--- config.mk ---
export PLATFORM = sky130hd
export DESIGN_NAME = histo_build_flat
export DESIGN_NICKNAME = d
export VERILOG_FILES = /design/src/rtl/histo_if.sv /design/src/rtl/histo_build.sv /design/src/flat_wrapper.sv
export SDC_FILE = /design/constraint.sdc
export NUM_CORES = 1
export LEC_CHECK = 0
export ABC_CLOCK_PERIOD_IN_PS = 5800
export BUFFER_PORTS_ARGS = -buffer_cell sky130_fd_sc_hd__buf_4
export CAP_MARGIN = 20
export CELL_PAD_IN_SITES_DETAIL_PLACEMENT = 0
export CELL_PAD_IN_SITES_GLOBAL_PLACEMENT = 1
export CORE_UTILIZATION = 30
export DETAILED_ROUTE_END_ITERATION = 7
export PLACE_DENSITY = 0.65
export SYNTH_ARGS = -nofsm -noshare
export SYNTH_HDL_FRONTEND = slang
export SYNTH_SLANG_ARGS = --single-unit
--- constraint.sdc ---
create_clock -name clk -period 5.8 [get_ports clk]
set_clock_uncertainty 0.2 [all_clocks]
set_input_delay 1.16 -clock clk [delete_from_list [all_inputs] [get_ports clk]]
set_output_delay 1.16 -clock clk [all_outputs]
set_load 0.05 [all_outputs]
--- src/rtl/histo_if.sv ---
// Pixel stream and histogram SRAM port bundle for histo_build.
interface histo_if #(
    parameter int unsigned p_depth_bit        = 8,
    parameter int unsigned p_histo_sram_d_bit = 10
);
    logic                          pix_valid;
    logic                          pix_ready;
    logic [p_depth_bit-1:0]        pix_data;
    logic                          pix_last;
    logic                          sram_re;
    logic [p_depth_bit-1:0]        sram_ra;
    logic [p_histo_sram_d_bit-1:0] sram_rd;
    logic                          sram_we;
    logic [p_depth_bit-1:0]        sram_wa;
    logic [p_histo_sram_d_bit-1:0] sram_wd;

    modport slave (
        input  pix_valid, pix_data, pix_last, sram_rd,
        output pix_ready, sram_re, sram_ra, sram_we, sram_wa, sram_wd
    );

    modport master (
        output pix_valid, pix_data, pix_last, sram_rd,
        input  pix_ready, sram_re, sram_ra, sram_we, sram_wa, sram_wd
    );
endinterface

--- src/rtl/histo_build.sv ---
// Frame histogram builder: clears the bin SRAM, then read-modify-writes one bin per
// accepted pixel with a one-deep forward to cover back-to-back hits on the same bin.
module histo_build #(
    parameter int unsigned p_depth_bit        = 8,
    parameter int unsigned p_histo_sram_d_bit = 10,
    parameter int unsigned p_histo_size       = 2**p_depth_bit
) (
    input  logic    clk,
    input  logic    rst_n,
    input  logic    start,
    histo_if.slave  bus,
    output logic    busy,
    output logic    done,
    output logic    sat
);
    localparam int unsigned aw = p_depth_bit;
    localparam int unsigned dw = p_histo_sram_d_bit;
    localparam logic [aw-1:0] clr_last = aw'(p_histo_size - 1);
    localparam logic [dw-1:0] cnt_max  = '1;

    typedef enum logic [2:0] {
        st_idle, st_clear, st_accum, st_drain, st_done
    } state_t;

    state_t          state, state_nxt;
    logic [aw-1:0]   clr_cnt;
    logic            s1_valid;
    logic [aw-1:0]   s1_addr;
    logic            pw_valid;
    logic [aw-1:0]   pw_addr;
    logic [dw-1:0]   pw_data;
    logic            accept;
    logic            clearing;
    logic [dw-1:0]   base;
    logic            hit_max;

    // State register
    always_ff @(posedge clk or negedge rst_n) begin
        if (!rst_n) state <= st_idle;
        else        state <= state_nxt;
    end

    // Next-state logic
    always_comb begin
        state_nxt = state;
        case (state)
            st_idle:  if (start) state_nxt = st_clear;
            st_clear: if (clr_cnt == clr_last) state_nxt = st_accum;
            st_accum: if (accept && bus.pix_last) state_nxt = st_drain;
            st_drain: state_nxt = st_done;
            st_done:  state_nxt = st_idle;
            default:  state_nxt = st_idle;
        endcase
    end

    assign bus.pix_ready = (state == st_accum);
    assign busy          = (state != st_idle);
    assign done          = (state == st_done);
    assign clearing      = (state == st_clear);
    assign accept        = bus.pix_valid & bus.pix_ready;

    // Read is issued in the acceptance cycle so data returns in time for the write
    assign bus.sram_re = accept;
    assign bus.sram_ra = accept ? bus.pix_data : '0;

    // SRAM returns pre-write data on a read-during-write, so take the previous write instead
    assign base    = (pw_valid && pw_addr == s1_addr) ? pw_data : bus.sram_rd;
    assign hit_max = s1_valid && (base == cnt_max);

    // Write port mux: clear sweep or increment stage
    always_comb begin
        bus.sram_we = 1'b0;
        bus.sram_wa = '0;
        bus.sram_wd = '0;
        if (clearing) begin
            bus.sram_we = 1'b1;
            bus.sram_wa = clr_cnt;
        end else if (s1_valid) begin
            bus.sram_we = 1'b1;
            bus.sram_wa = s1_addr;
            bus.sram_wd = hit_max ? base : base + dw'(1);
        end
    end

    // Clear address counter
    always_ff @(posedge clk or negedge rst_n) begin
        if (!rst_n)                                     clr_cnt <= '0;
        else if (clearing && state_nxt == st_clear)     clr_cnt <= clr_cnt + aw'(1);
        else                                            clr_cnt <= '0;
    end

    // Increment stage and last-write record for forwarding
    always_ff @(posedge clk or negedge rst_n) begin
        if (!rst_n) begin
            s1_valid <= 1'b0;
            s1_addr  <= '0;
            pw_valid <= 1'b0;
            pw_addr  <= '0;
            pw_data  <= '0;
        end else begin
            s1_valid <= accept;
            if (accept) s1_addr <= bus.pix_data;
            pw_valid <= bus.sram_we;
            pw_addr  <= bus.sram_wa;
            pw_data  <= bus.sram_wd;
        end
    end

    // Sticky saturation flag, cleared when a new frame starts
    always_ff @(posedge clk or negedge rst_n) begin
        if (!rst_n)                         sat <= 1'b0;
        else if (state == st_idle && start) sat <= 1'b0;
        else if (hit_max)                   sat <= 1'b1;
    end
endmodule

--- src/flat_wrapper.sv ---
// flat-port wrapper written by rule: the top's interface ports become plain ports
module histo_build_flat 
#(
    parameter int unsigned p_depth_bit        = 8,
    parameter int unsigned p_histo_sram_d_bit = 10,
    parameter int unsigned p_histo_size       = 2**p_depth_bit
)
  (clk, rst_n, start, busy, done, sat, bus_pix_valid, bus_pix_data, bus_pix_last, bus_sram_rd, bus_pix_ready, bus_sram_re, bus_sram_ra, bus_sram_we, bus_sram_wa, bus_sram_wd);
  histo_if #(.p_depth_bit(p_depth_bit), .p_histo_sram_d_bit(p_histo_sram_d_bit)) bus_i ();
  input  logic clk;
  input  logic rst_n;
  input  logic start;
  output logic busy;
  output logic done;
  output logic sat;
  input wire logic [$bits(bus_i.pix_valid)-1:0] bus_pix_valid;
  input wire logic [$bits(bus_i.pix_data)-1:0] bus_pix_data;
  input wire logic [$bits(bus_i.pix_last)-1:0] bus_pix_last;
  input wire logic [$bits(bus_i.sram_rd)-1:0] bus_sram_rd;
  output wire logic [$bits(bus_i.pix_ready)-1:0] bus_pix_ready;
  output wire logic [$bits(bus_i.sram_re)-1:0] bus_sram_re;
  output wire logic [$bits(bus_i.sram_ra)-1:0] bus_sram_ra;
  output wire logic [$bits(bus_i.sram_we)-1:0] bus_sram_we;
  output wire logic [$bits(bus_i.sram_wa)-1:0] bus_sram_wa;
  output wire logic [$bits(bus_i.sram_wd)-1:0] bus_sram_wd;
  assign bus_i.pix_valid = bus_pix_valid;
  assign bus_i.pix_data = bus_pix_data;
  assign bus_i.pix_last = bus_pix_last;
  assign bus_i.sram_rd = bus_sram_rd;
  assign bus_pix_ready = bus_i.pix_ready;
  assign bus_sram_re = bus_i.sram_re;
  assign bus_sram_ra = bus_i.sram_ra;
  assign bus_sram_we = bus_i.sram_we;
  assign bus_sram_wa = bus_i.sram_wa;
  assign bus_sram_wd = bus_i.sram_wd;
  histo_build #(.p_depth_bit(p_depth_bit), .p_histo_sram_d_bit(p_histo_sram_d_bit), .p_histo_size(p_histo_size)) u_core (.clk(clk), .rst_n(rst_n), .start(start), .bus(bus_i), .busy(busy), .done(done), .sat(sat));
endmodule
== After elaboration in Yosys (flattened, before gate mapping) ==
Cells that the tools add are included.

* Logic and storage cells: 43
* Flip-flop bits (word level): 40
* Bits of input ports: 23
* Output and inout port bits: 32

* Mux-type cells: 16
* Reduce and logical (&&, ||, !) cells: 8
* Bitwise operators: 1
* $add $sub $neg: 2
* Eq/ne operators: 8

{| class="wikitable"
|+ Operators by type and width
! cell !! count
|-
| 10-bit two-way mux || 4
|-
| 8-bit two-way mux || 4
|-
| 3-bit one-hot mux with 4 select lines || 1
|-
| 10-bit by 1-bit adder with 10-bit output (second input constant) || 1
|-
| 10-bit equality test (second input constant) || 1
|-
| 3-bit two-way mux || 3
|-
| 8-bit by 1-bit adder with 8-bit output (second input constant) || 1
|-
| 8-bit equality test || 1
|-
| 8-bit equality test (second input constant) || 1
|-
| 3-bit by 1-bit equality test with 1-bit output (second input constant) || 2
|-
| 3-bit by 2-bit equality test with 1-bit output (second input constant) || 2
|-
| 1-bit logical AND || 5
|-
| 1-bit two-way mux || 4
|-
| 3-bit equality test (second input constant) || 1
|-
| 3-bit logical NOT || 1
|-
| 3-bit nonzero test || 1
|-
| 2-bit nonzero test || 1
|-
| 1-bit AND || 1
|}

== Longest topological paths before layout ==
Gate-level depths: netlist of the first run.

* Depth in word-level cells: 8
* Gate-level depth with buffers: 11
* Depth with buffers taken out: 10

== Worst setup path after synthesis of the first run ==
OpenSTA, ideal clock, no wires.

* Kind: in2out
* Start: input port bus_sram_rd[0]
* End: output port bus_sram_wd[6]
* Stages on the path: 6
* Data arrival time: 3.357 ns
* Required time: 4.440 ns
* Setup slack: 1.083 ns
* Buffers on the path: 0
* Path through: mux2_2 -> ha_1 -> nand4_1 -> mux2_2 -> o31a_1 -> nor3_1

* Longest elaborated chain between the ends: 6
* Elaborated cells between the ends (all ways): 7
* Those cells by class: add/sub: 1; eq/ne: 1; mux: 4; reduce/logical: 1

{| class="wikitable"
|+ Ends and longest elaborated chain
! what !! line !! source
|-
| from (decl) || flat_wrapper.sv:19 || <nowiki>input wire logic [$bits(bus_i.sram_rd)-1:0] bus_sram_rd;</nowiki>
|-
| 10-bit two-way mux * || histo_build.sv:67 || <nowiki>assign base = (pw_valid && pw_addr == s1_addr) ? pw_data : bus.sram_rd;</nowiki>
|-
| branches (longest 2 deep; another with 10-bit by 1-bit adder with 10-bit output) || -- ||
|-
| 10-bit two-way mux * || histo_build.sv:81 || <nowiki>bus.sram_wd = hit_max ? base : base + dw'(1);</nowiki>
|-
| 10-bit two-way mux * || histo_build.sv:78 || <nowiki>end else if (s1_valid) begin</nowiki>
|-
| 10-bit two-way mux * || histo_build.sv:75 || <nowiki>if (clearing) begin</nowiki>
|-
| to (decl) || flat_wrapper.sv:25 || <nowiki>output wire logic [$bits(bus_i.sram_wd)-1:0] bus_sram_wd;</nowiki>
|}

Mark *: on every way between the ends.

== Worst setup path in the final report of the first run ==
* Start: register u_core.s1_addr[3]
* End: output port bus_sram_wd[6]

* Longest elaborated chain between the ends: 8
* Elaborated cells between the ends (all ways): 9
* Those cells by class: add/sub: 1; eq/ne: 2; mux: 4; reduce/logical: 2

{| class="wikitable"
|+ Ends and longest elaborated chain
! what !! line !! source
|-
| from (decl) || histo_build.sv:28 || <nowiki>logic [aw-1:0] s1_addr;</nowiki>
|-
| from (signal assigned) || histo_build.sv:102 || <nowiki>if (accept) s1_addr <= bus.pix_data;</nowiki>
|-
| 8-bit equality test * || histo_build.sv:67 ||
|-
| 1-bit logical AND * || histo_build.sv:67 ||
|-
| 10-bit two-way mux * || histo_build.sv:67 ||
|-
| branches (longest 2 deep; another with 10-bit by 1-bit adder with 10-bit output) || -- ||
|-
| 10-bit two-way mux * || histo_build.sv:81 ||
|-
| 10-bit two-way mux * || histo_build.sv:78 ||
|-
| 10-bit two-way mux * || histo_build.sv:75 ||
|}

Marks and branches as above.

==> metrics.cfg, run 1 <==
[pwr]
max-vdd-ir-drop_mv=0.0878
pwr-share-clk_pct=43.5
power_per_cell_area_nw_per_um2=198
p_comb_share_pct=5.7
p_leak_uw=0.00128
switching_power_as_a_share_of_total_power_pct=22.9
seq_power_share_pct=50.8
power_uw=548
internal_power_uw=423
switching_power_uw=126

[floorplan]
die_x_um=87.1
die-height_um=87.1
placementRows=30
design.die.area_um2=7590
ioPinCount=55
starting_density_pct=31.5
core_area_um2=6910

[place]
port-buffer-count=54
hpwl_um=4140
preCtsSetupSlack_ns=1.50
finalWeightedCongestion=0.822
placedCellCount=365

[clock_network]
cts-resized-gates=0
clock_sink_count=40
cts-htree-levels=2
cts.root.buffer_cell=sky130_fd_sc_hd__clkbuf_8
post_cts_buffers=0
cts_hold_repair.buffers=0
path_clk_slew_ns=0.09
cts-buffers-inserted=5
worstSkewPairLatency_ns=0.30
clock_path_buffers=2
tritoncts_clock_tree=yes

[grt]
vias_in_the_first_global_route=1812
grtUsageMet3_pct=3.13
gr-total-overflow=0
grt.total_usage_pct=15.6
grt_antenna_before_repair=0
grt_most_used_layer=met2
grt.met1_usage_pct=20.4
first_pass_grt_wire_length_um=9070
gr-usage-met2_pct=25.6
grt_start_max_net_pins=41

[critical_path]
timing.critical_path.buf_inv=2
worstPathArrival_ns=3.30
setup.reg_to_reg.worst_slack_ns=2.75
slowest_delay_ns=0.41
critical_path_peak_fanout=21
kind_of_cell_adding_the_most_delay_to_the_critical_path=simple AND/OR/NAND/NOR gates
cp_data_required_time_ns=4.44
worstPathCellList=xnor2_1, nand4_1, nor3_2, buf_4, mux2_2, ha_1, nand4_1, mux2_2, o31a_1, nor3_1, buf_4
timing.critical_path.from_type=flip-flop
setup.worst_path.class=reg -> out
cp_slowest_cell=sky130_fd_sc_hd__dfrtp_1
crit_path_end_kind=output port

[sta]
finalCritPeriodShare_pct=80.3
timing.slew.headroom_pct=30.3
fin_crit_ns=4.66
timing_hold_violations_final=0
setup-violations-final=0
achievable-frequency_mhz=215
timing.final.max_slew_violations=0
totalNegativeSetupSlack_ns=0
max_slew.worst_pin.slew_ns=1.04
rsz0062_at_grt=no
whs_ns=0.346
worst_slack_ns=1.14

[worst_hold_path]
hold_path_class=reg -> reg

[drt]
dr_total_vias=1830
first_pass_iters=4
ant_nets=0
detailedRoute.firstIterationViolations=83
route.final.wire_length_um=5600
drc=0
post_drt_wl_per_cell_um=15.0
via_per_inst=4.91

[cells_and_area]
post_route_cells_drive_above_1_share_pct=28.9
antenna_cells_inserted=0
layout-area-overhead-vs-synth_pct=27.6
fin_nets=301
layoutNonFillerInstCount=373
fill_cells=728

[synth]
most_frequently_used_cell_type_in_the_post_synthesis_netlist=sky130_fd_sc_hd__dfrtp_1
portion_of_the_post_synthesis_area_used_by_sequential_elements_pct=46.0
syn_area_um2=2170
synth_cell_type_count=32
synthesis.nets=247
synthTopCellsByArea=sky130_fd_sc_hd__dfrtp_1 46%, sky130_fd_sc_hd__mux2_2 7.2%, sky130_fd_sc_hd__mux2i_1 6.9%
syn-mean-instance-area_um2=9.80
synthDominantCellAreaShare_pct=46.0
yosys-top-cells-count=40 x sky130_fd_sc_hd__dfrtp_1, 30 x sky130_fd_sc_hd__nand2_1, 16 x sky130_fd_sc_hd__and3_1, 15 x sky130_fd_sc_hd__mux2i_1
netlist_instances=222
synth.largest_area_cell=sky130_fd_sc_hd__dfrtp_1
yosys_warnings=0
synth-seq-cells=40
synth_edf_count=0
synth-main-ff-cell=sky130_fd_sc_hd__dfrtp_1
postSynth.asyncResetShare_pct=100

[outcome]
outcome=finished, final reports clean

[flow_run]
cap_viol_max_count=0

==> metal layers <==
layer | share of wire [%] | routed length, um
met1 | 46 | 2560
met2 | 46 | 2590
met3 | 5.7 | 320
met4 | 2.2 | 126
met5 | 0 | 0
==> stage by stage <==
stage                     instance area [um2]  utilization (%)
after floorplan                          2170                -
after global placement                   2660             38.5
after detailed placement                 2660             38.5
after CTS                                2780             40.2
after global routing                     2780             40.2
final                                    2780             40.2
==> kinds of logic (layout without fill, tap and decap cells) <==
logic type / Yosys count / after routing / synth area share [%]
simple gates: 97 / 97 / 22.6
flops: 40 / 40 / 46.0
mux: 29 / 29 / 14.2
compound gates: 28 / 28 / 7.25
xor+xnor: 15 / 15 / 6.04
buf+inv: 11 / 66 / 2.76
fa+ha+maj: 2 / 2 / 1.15
==> worst register-to-register path, cell delays in order, from the launching register on <==
cell                      delay (ns)
sky130_fd_sc_hd__dfrtp_1        0.41
sky130_fd_sc_hd__xnor2_1        0.19
sky130_fd_sc_hd__nand4_1        0.17
sky130_fd_sc_hd__nor3_2         0.13
sky130_fd_sc_hd__buf_4          0.31
sky130_fd_sc_hd__mux2_2         0.26
sky130_fd_sc_hd__ha_1           0.24
sky130_fd_sc_hd__nand4_1        0.17
sky130_fd_sc_hd__mux2_2         0.34
sky130_fd_sc_hd__o31a_1         0.29
sky130_fd_sc_hd__nor3_1         0.24
==> registers in the layout, indices dropped and copies added, names as in the netlist <==
| register | cells |
|---|---|
| u_core.clr_cnt | 8 |
| u_core.s1_valid | 1 |
| u_core.sat | 1 |
| u_core.s1_addr | 8 |
| u_core.pw_data | 10 |
| u_core.state | 3 |
| u_core.pw_addr | 8 |
| u_core.pw_valid | 1 |
==> power by group through the flow <==
| stage | registers [uW] | clock network, uW | logic (uW) |
|---|---|---|---|
| 6_report | 279 | 239 | 31.1 |
| 5_1_grt | 279 | 256 | 34.4 |
| 4_1_cts | 279 | 246 | 31.6 |
| 3_5_place_dp | 284 | 0 | 31.5 |
| 3_3_place_gp | 284 | 0 | 31.7 |
| 2_1_floorplan | 284 | 0 | 8.58 |
==> cells in the final DEF (no fill, tap or decap), types with 2 or more instances in the layout <==
cell type                   n
sky130_fd_sc_hd__dfrtp_1   40
sky130_fd_sc_hd__nor2_1    14
sky130_fd_sc_hd__mux2_2    14
sky130_fd_sc_hd__nand3_1   12
sky130_fd_sc_hd__mux2i_1   15
sky130_fd_sc_hd__xor2_1     6
sky130_fd_sc_hd__nor2b_1    2
sky130_fd_sc_hd__buf_4     55
sky130_fd_sc_hd__ha_1       2
sky130_fd_sc_hd__o31a_1     2
sky130_fd_sc_hd__nand4_1    5
sky130_fd_sc_hd__xnor2_1    9
sky130_fd_sc_hd__and2_1     3
sky130_fd_sc_hd__inv_1      3
sky130_fd_sc_hd__and3_1    16
sky130_fd_sc_hd__nor3_1     4
sky130_fd_sc_hd__nor3b_1    5
sky130_fd_sc_hd__a21oi_1   10
sky130_fd_sc_hd__nand2_1   30
sky130_fd_sc_hd__clkbuf_8   5
sky130_fd_sc_hd__clkinv_4   2
sky130_fd_sc_hd__o21ai_0   12
==> final timing paths <==
check | startpoint | endpoint | cells past startpoint
min reg2reg | u_core.sat | u_core.sat | 2
min in group asynchronous | rst_n | u_core.pw_data[2] | 1
max in group asynchronous | rst_n | u_core.s1_addr[4] | 1
max reg2reg | u_core.s1_addr[3] | u_core.pw_data[6] | 10
min | u_core.sat | u_core.sat | 2
max | u_core.s1_addr[3] | bus_sram_wd[6] | 11
==> cell type report <==
cell class	count	area, um2	area share, %
multi-input cells	171	1110	40.1
repair buffers	55	413	14.9
clock inverters	3	47.5	1.71
flip-flops and latches	40	1000	36.1
inverters	3	11.3	0.406
clock buffers	5	68.8	2.48
well taps	96	120	4.33
No activity file was read; power rests on OpenSTA's default activity.
==> run 2: changes to the inputs <==
- ABC_CLOCK_PERIOD_IN_PS: 5800 -> 3800
- PLACE_DENSITY: 0.65 -> 0.68
- clock period: 5.8 -> 3.8 ns (I/O delays scaled with it)
==> metrics.cfg, run 2 (synthesis gave the netlist of run 1 again) <==
[grt]
vias_in_the_first_global_route=1930  ; was 1812
gr-total-overflow=0  ; unchanged
grt_antenna_before_repair=0  ; unchanged
grt.total_usage_pct=16.2  ; was 15.6%
first_pass_grt_wire_length_um=9350  ; was 9070 um
grt_start_max_net_pins=41  ; unchanged

[place]
detailed_place.area_um2=2720  ; was 2660 um2
hpwl_um=4140  ; about the same
preCtsSetupSlack_ns=0.170  ; was 1.50 ns
port-buffer-count=54  ; unchanged
finalWeightedCongestion=0.849  ; was 0.822

[drt]
ant_nets=0  ; unchanged
dr_total_vias=1887  ; was 1830
first_pass_iters=4  ; unchanged
via_per_inst=4.83  ; was 4.91
detailedRoute.firstIterationViolations=50  ; was 83
route.final.wire_length_um=5900  ; was 5600 um
post_drt_wl_per_cell_um=15.1  ; was 15.0 um
drc=0  ; unchanged

[clock_network]
clock_sink_count=40  ; unchanged
worstSkewPairLatency_ns=0.29  ; was 0.30 ns
tritoncts_clock_tree=yes  ; unchanged
path_clk_slew_ns=0.08  ; was 0.09 ns
cts-buffers-inserted=5  ; unchanged
clock_path_buffers=2  ; unchanged
cts.root.buffer_cell=sky130_fd_sc_hd__clkbuf_8  ; unchanged
cts-htree-levels=2  ; unchanged

[floorplan]
starting_density_pct=31.5  ; unchanged
core_area_um2=6910  ; unchanged
ioPinCount=55  ; unchanged
design.die.area_um2=7590  ; unchanged
placementRows=30  ; unchanged
die-height_um=87.1  ; unchanged
die_x_um=87.1  ; unchanged

[outcome]
outcome=finished, final reports clean  ; unchanged

[sta]
achievable-frequency_mhz=264
timing_hold_violations_final=0  ; unchanged
max_slew.worst_pin.slew_ns=0.549  ; was 1.04 ns
whs_ns=0.229  ; was 0.346 ns
worst_slack_ns=0.0150  ; was 1.14 ns
setup-violations-final=0  ; unchanged
fin_crit_ns=3.78
timing.final.max_slew_violations=0  ; unchanged
timing.slew.headroom_pct=63.4  ; was 30.3%
rsz0062_at_grt=yes  ; was no
finalCritPeriodShare_pct=99.6

[cells_and_area]
seq_area_um2=1000  ; unchanged
biggest_register=u_core.pw_data  ; unchanged
largest_register_ff_count=10  ; unchanged
fin_nets=319  ; was 301
fill_cells=702  ; was 728
final_common_cell=sky130_fd_sc_hd__buf_4  ; unchanged
layout-area-overhead-vs-synth_pct=43.0  ; was 27.6%
antenna_cells_inserted=0  ; unchanged
finish.utilization_pct=45.0  ; was 40.2%
multiInputGateArea_um2=1250  ; was 1110 um2
post_route_cells_drive_above_1_share_pct=39.7  ; was 28.9%
final_cell_area_um2=3110  ; was 2780 um2
layout_common_cells=61 x sky130_fd_sc_hd__buf_4, 40 x sky130_fd_sc_hd__dfrtp_1, 29 x sky130_fd_sc_hd__nand2_1, 16 x sky130_fd_sc_hd__and3_1, 14 x sky130_fd_sc_hd__nor2_1  ; was 55 x sky130_fd_sc_hd__buf_4, 40 x sky130_fd_sc_hd__dfrtp_1, 30 x sky130_fd_sc_hd__nand2_1, 16 x sky130_fd_sc_hd__and3_1, 15 x sky130_fd_sc_hd__mux2i_1

[critical_path]
crit_path_end_kind=output port  ; unchanged
cp_slowest_cell=sky130_fd_sc_hd__dfrtp_1  ; unchanged
cp_data_required_time_ns=2.84  ; was 4.44 ns
timing.critical_path.buf_inv=1  ; was 2
timing.critical_path.from_type=flip-flop  ; unchanged
worstPathCellList=xnor2_1, nand4_1, nor3_4, mux2_4, ha_4, nand4_1, mux2_4, o31a_1, nor3_4, buf_6  ; was xnor2_1, nand4_1, nor3_2, buf_4, mux2_2, ha_1, nand4_1, mux2_2, o31a_1, nor3_1, buf_4
setup.worst_path.class=reg -> out  ; unchanged
critical_path_peak_fanout=5  ; was 21
kind_of_cell_adding_the_most_delay_to_the_critical_path=simple AND/OR/NAND/NOR gates  ; unchanged
slowest_delay_ns=0.41  ; about the same
setup.reg_to_reg.worst_slack_ns=1.14  ; was 2.75 ns
worstPathArrival_ns=2.82  ; was 3.30 ns

[pwr]
max-vdd-ir-drop_mv=0.127  ; was 0.0878 mV
power_per_cell_area_nw_per_um2=275  ; was 198 nW/um2
p_leak_uw=0.00141  ; was 0.00128 uW

[worst_hold_path]
hold_path_class=in -> async  ; was reg -> reg

[flow_run]
cap_viol_max_count=0  ; unchanged

[run 2: changes by cell type in the layout (fill, tap and decap cells not counted), moves of 2 or more]
cell and change:
sky130_fd_sc_hd__buf_6 +9, sky130_fd_sc_hd__a21oi_1 -6, sky130_fd_sc_hd__a21oi_2 +6, sky130_fd_sc_hd__buf_4 +6
sky130_fd_sc_hd__mux2_4 +4, sky130_fd_sc_hd__mux2i_1 -4, sky130_fd_sc_hd__mux2i_2 +4, sky130_fd_sc_hd__mux2_2 -3
sky130_fd_sc_hd__nor3_1 -2, sky130_fd_sc_hd__nor3_4 +2
[run 2: layout make-up]
class                   count  area share (%)
well taps                  96            3.86
clock inverters             2            1.25
flip-flops and latches     40            32.2
repair buffers             72            19.4
multi-input cells         172            40.3
inverters                   3           0.362
clock buffers               6            2.65
[run 2: where the power goes]
part | switching (uW) | internal [uW]
Clock | 158 | 215
Combinational | 29.6 | 26.7
Sequential | 0 | 425
[run 2: per-layer routing]
| metal | vias up | track usage, % | routed length, um |
|---|---|---|---|
| met4 | 0 | 5.22 | 59 |
| met2 | 54 | 26.8 | 2950 |
| met3 | 6 | 3.79 | 280 |
| met5 | - | 0 | 0 |
| met1 | 908 | 20.9 | 2610 |
| li1 | 919 | - | - |
[run 2: worst paths after layout]
path	startpoint	end	depth (start not counted)
hold / removal	rst_n	u_core.pw_data[4]	1
min in group clk	u_core.sat	u_core.sat	2
hold reg to reg	u_core.sat	u_core.sat	2
max in group asynchronous	rst_n	u_core.pw_addr[3]	1
setup reg to reg	u_core.s1_addr[0]	u_core.pw_data[3]	10
setup / recovery	u_core.s1_addr[0]	bus_sram_wd[6]	10
[run 2: through the flow]
step / power, uW / instances / TNS (ns)
after global routing: 886 / 391 / -0.857
after CTS: 865 / 383 / -0.00247
after floorplan: 448 / 222 / -0.0262
after detailed placement: 484 / 368 / 0
final: 854 / 391 / 0
after global placement: 484 / 368 / 0
[run 2: timing repair]
item                                    in CTS  in global routing
hold buffers                                 0                  0
endpoints found under the setup margin       7                  9
cloned                                       0                  2
pin swaps                                   12                 11
buffers inserted                             7                  6
resized for setup                           13                 18
[run 2: worst register-to-register path, cell delays in order (launching register included)]
cell and delay (ns):
sky130_fd_sc_hd__dfrtp_1 0.41, sky130_fd_sc_hd__xnor2_1 0.16, sky130_fd_sc_hd__nand4_1 0.21, sky130_fd_sc_hd__nor3_4 0.28
sky130_fd_sc_hd__mux2_4 0.35, sky130_fd_sc_hd__ha_4 0.18, sky130_fd_sc_hd__nand4_1 0.13, sky130_fd_sc_hd__mux2i_2 0.13
sky130_fd_sc_hd__a21oi_2 0.17, sky130_fd_sc_hd__mux2i_2 0.26, sky130_fd_sc_hd__buf_4 0.14
==> run 3: changes to the inputs <==
- CORE_MARGIN: default -> 1.5
- MAX_ROUTING_LAYER: default -> met4
- PLACE_DENSITY: 0.68 -> default
- PLACE_DENSITY_LB_ADDON: default -> 0.3
==> metrics.cfg, run 3 (synthesis gave the netlist of run 1 again) <==
[pwr]
max-vdd-ir-drop_mv=0.167  ; was 0.127 mV
p_leak_uw=0.00143  ; was 0.00141 uW
power_per_cell_area_nw_per_um2=272  ; was 275 nW/um2

[clock_network]
clock_path_buffers=2  ; unchanged
cts_hold_repair.buffers=0  ; unchanged
path_clk_slew_ns=0.09  ; was 0.08 ns
cts-buffers-inserted=5  ; unchanged
tritoncts_clock_tree=yes  ; unchanged
worstSkewPairLatency_ns=0.30  ; was 0.29 ns
clock_sink_count=40  ; unchanged
cts-htree-levels=2  ; unchanged
cts.root.buffer_cell=sky130_fd_sc_hd__clkbuf_8  ; unchanged

[grt]
grt_start_max_net_pins=41  ; unchanged
gr-total-overflow=0  ; unchanged
vias_in_the_first_global_route=1921  ; was 1930
first_pass_grt_wire_length_um=9520  ; was 9350 um
grt_antenna_before_repair=0  ; unchanged
grt.total_usage_pct=16.5  ; was 16.2%

[cells_and_area]
fin_nets=322  ; was 319
biggest_register=u_core.pw_data  ; unchanged
multiInputGateArea_um2=1260  ; was 1250 um2
layout_common_cells=68 x sky130_fd_sc_hd__buf_4, 39 x sky130_fd_sc_hd__dfrtp_1, 29 x sky130_fd_sc_hd__nand2_1, 16 x sky130_fd_sc_hd__and3_1, 14 x sky130_fd_sc_hd__nor2_1  ; was 61 x sky130_fd_sc_hd__buf_4, 40 x sky130_fd_sc_hd__dfrtp_1, 29 x sky130_fd_sc_hd__nand2_1, 16 x sky130_fd_sc_hd__and3_1, 14 x sky130_fd_sc_hd__nor2_1
post_route_cells_drive_above_1_share_pct=40.9  ; was 39.7%
layout-area-overhead-vs-synth_pct=43.3  ; was 43.0%
largest_register_ff_count=10  ; unchanged
final_cell_area_um2=3120  ; was 3110 um2
final_common_cell=sky130_fd_sc_hd__buf_4  ; unchanged
antenna_cells_inserted=0  ; unchanged
fill_cells=695  ; was 702
seq_area_um2=1000  ; about the same

[critical_path]
setup.worst_path.class=reg -> out  ; unchanged
setup.reg_to_reg.worst_slack_ns=1.11  ; was 1.14 ns
timing.critical_path.buf_inv=3  ; was 1
worstPathCellList=xnor2_1, nand4_1, nor3_4, mux2_4, ha_4, nand4_1, buf_4, buf_4, nor2_1, mux2i_1, nor3b_1, a211oi_2, buf_6  ; was xnor2_1, nand4_1, nor3_4, mux2_4, ha_4, nand4_1, mux2_4, o31a_1, nor3_4, buf_6
critical_path_peak_fanout=6  ; was 5
kind_of_cell_adding_the_most_delay_to_the_critical_path=simple AND/OR/NAND/NOR gates  ; unchanged
crit_path_end_kind=output port  ; unchanged
rr_endpoint=u_core.pw_data[8]  ; was u_core.pw_data[3]
crit-reg2reg-launch=u_core.s1_addr[2]  ; was u_core.s1_addr[0]
slowest_delay_ns=0.40  ; was 0.41 ns
cp_data_required_time_ns=2.84  ; about the same
timing.critical_path.from_type=flip-flop  ; unchanged
cp_slowest_cell=sky130_fd_sc_hd__dfrtp_1  ; unchanged
worstPathArrival_ns=2.89  ; was 2.82 ns
reg2regPathDepth=12  ; was 10

[sta]
worst_slack_ns=-0.0469  ; was 0.0150 ns
setup-violations-final=2  ; was 0
timing.final.max_slew_violations=0  ; unchanged
totalNegativeSetupSlack_ns=-0.0601  ; was 0 ns
finalCritPeriodShare_pct=101  ; was 99.6%
rsz0062_at_grt=yes  ; unchanged
achievable-frequency_mhz=260  ; was 264 MHz
timing.slew.headroom_pct=64.5  ; was 63.4%
max_slew.worst_pin.slew_ns=0.532  ; was 0.549 ns
timing_hold_violations_final=0  ; unchanged
fin_crit_ns=3.85  ; was 3.78 ns

[floorplan]
die-height_um=88.1  ; was 87.1 um
design.die.area_um2=7770  ; was 7590 um2
die_x_um=88.1  ; was 87.1 um
starting_density_pct=31.5  ; unchanged
core_area_um2=6910  ; unchanged
placementRows=30  ; unchanged
ioPinCount=55  ; unchanged

[drt]
via_per_inst=4.91  ; was 4.83
detailedRoute.firstIterationViolations=85  ; was 50
ant_nets=0  ; unchanged
dr_total_vias=1934  ; was 1887
first_pass_iters=6  ; was 4
drc=0  ; unchanged
route.final.wire_length_um=5900  ; about the same
post_drt_wl_per_cell_um=15.0  ; was 15.1 um

[worst_hold_path]
hold_path_class=in -> async  ; unchanged

[outcome]
violated_checks=negative setup slack
outcome=finished with violations  ; was finished, final reports clean

[place]
finalWeightedCongestion=0.843  ; was 0.849
port-buffer-count=54  ; unchanged
detailed_place.area_um2=2710  ; was 2720 um2
hpwl_um=4180  ; was 4140 um

[flow_run]
cap_viol_max_count=0  ; unchanged

[run 3: report_power, final]
part / internal [uW] / switching (uW)
Clock: 198 / 170
Combinational: 26.5 / 29.5
Sequential: 425 / 0
[run 3: final cells by class]
| class | instances | share of cell area, % |
|---|---|---|
| inverters | 3 | 0.361 |
| well taps | 96 | 3.85 |
| clock inverters | 3 | 1.53 |
| repair buffers | 76 | 19.6 |
| multi-input cells | 171 | 40.3 |
| flip-flops and latches | 40 | 32.2 |
| clock buffers | 5 | 2.21 |
[run 3: how the worst max path moves through the flow]
stage	start	to	slack, ns	depth (start not counted)
floorplan	u_core.s1_addr[4]	bus_sram_wd[8]	-0.03	11
global placement	u_core.s1_addr[7]	bus_sram_wd[3]	0.11	10
detailed placement	u_core.s1_addr[7]	bus_sram_wd[6]	0.05	10
CTS	u_core.s1_addr[0]	bus_sram_wd[6]	-0.08	10
global route	u_core.s1_addr[2]	bus_sram_wd[8]	-0.20	13
finish	u_core.s1_addr[2]	bus_sram_wd[8]	-0.05	13
[run 3: what timing repair did]
action | 4_1_cts | 5_1_grt
setup endpoints to repair | 7 | 8
gates resized for setup | 12 | 21
setup buffers | 11 | 9
pin swaps | 10 | 15
[run 3: routing by layer]
metal / up-vias / wire length, um / global-route usage (%)
met4: 0 / 85 / 5.26
met5: - / 0 / -
met2: 52 / 2870 / 26.4
met1: 945 / 2670 / 21.3
li1: 929 / - / -
met3: 8 / 275 / 2.92
[run 3: metrics by stage]
| stage | hold slack (ns) | power, uW | setup slack (ns) | util [%] | std cells |
|---|---|---|---|---|---|
| 2_1_floorplan | 0.264 | 448 | -0.0262 | - | 222 |
| 3_3_place_gp | 0.333 | 483 | 0.105 | 39.2 | 367 |
| 3_5_place_dp | 0.334 | 483 | 0.0531 | 39.2 | 367 |
| 4_1_cts | 0.249 | 850 | -0.0845 | 42.8 | 385 |
| 5_1_grt | 0.264 | 877 | -0.204 | 45.1 | 394 |
| 6_report | 0.222 | 849 | -0.0469 | 45.1 | 394 |
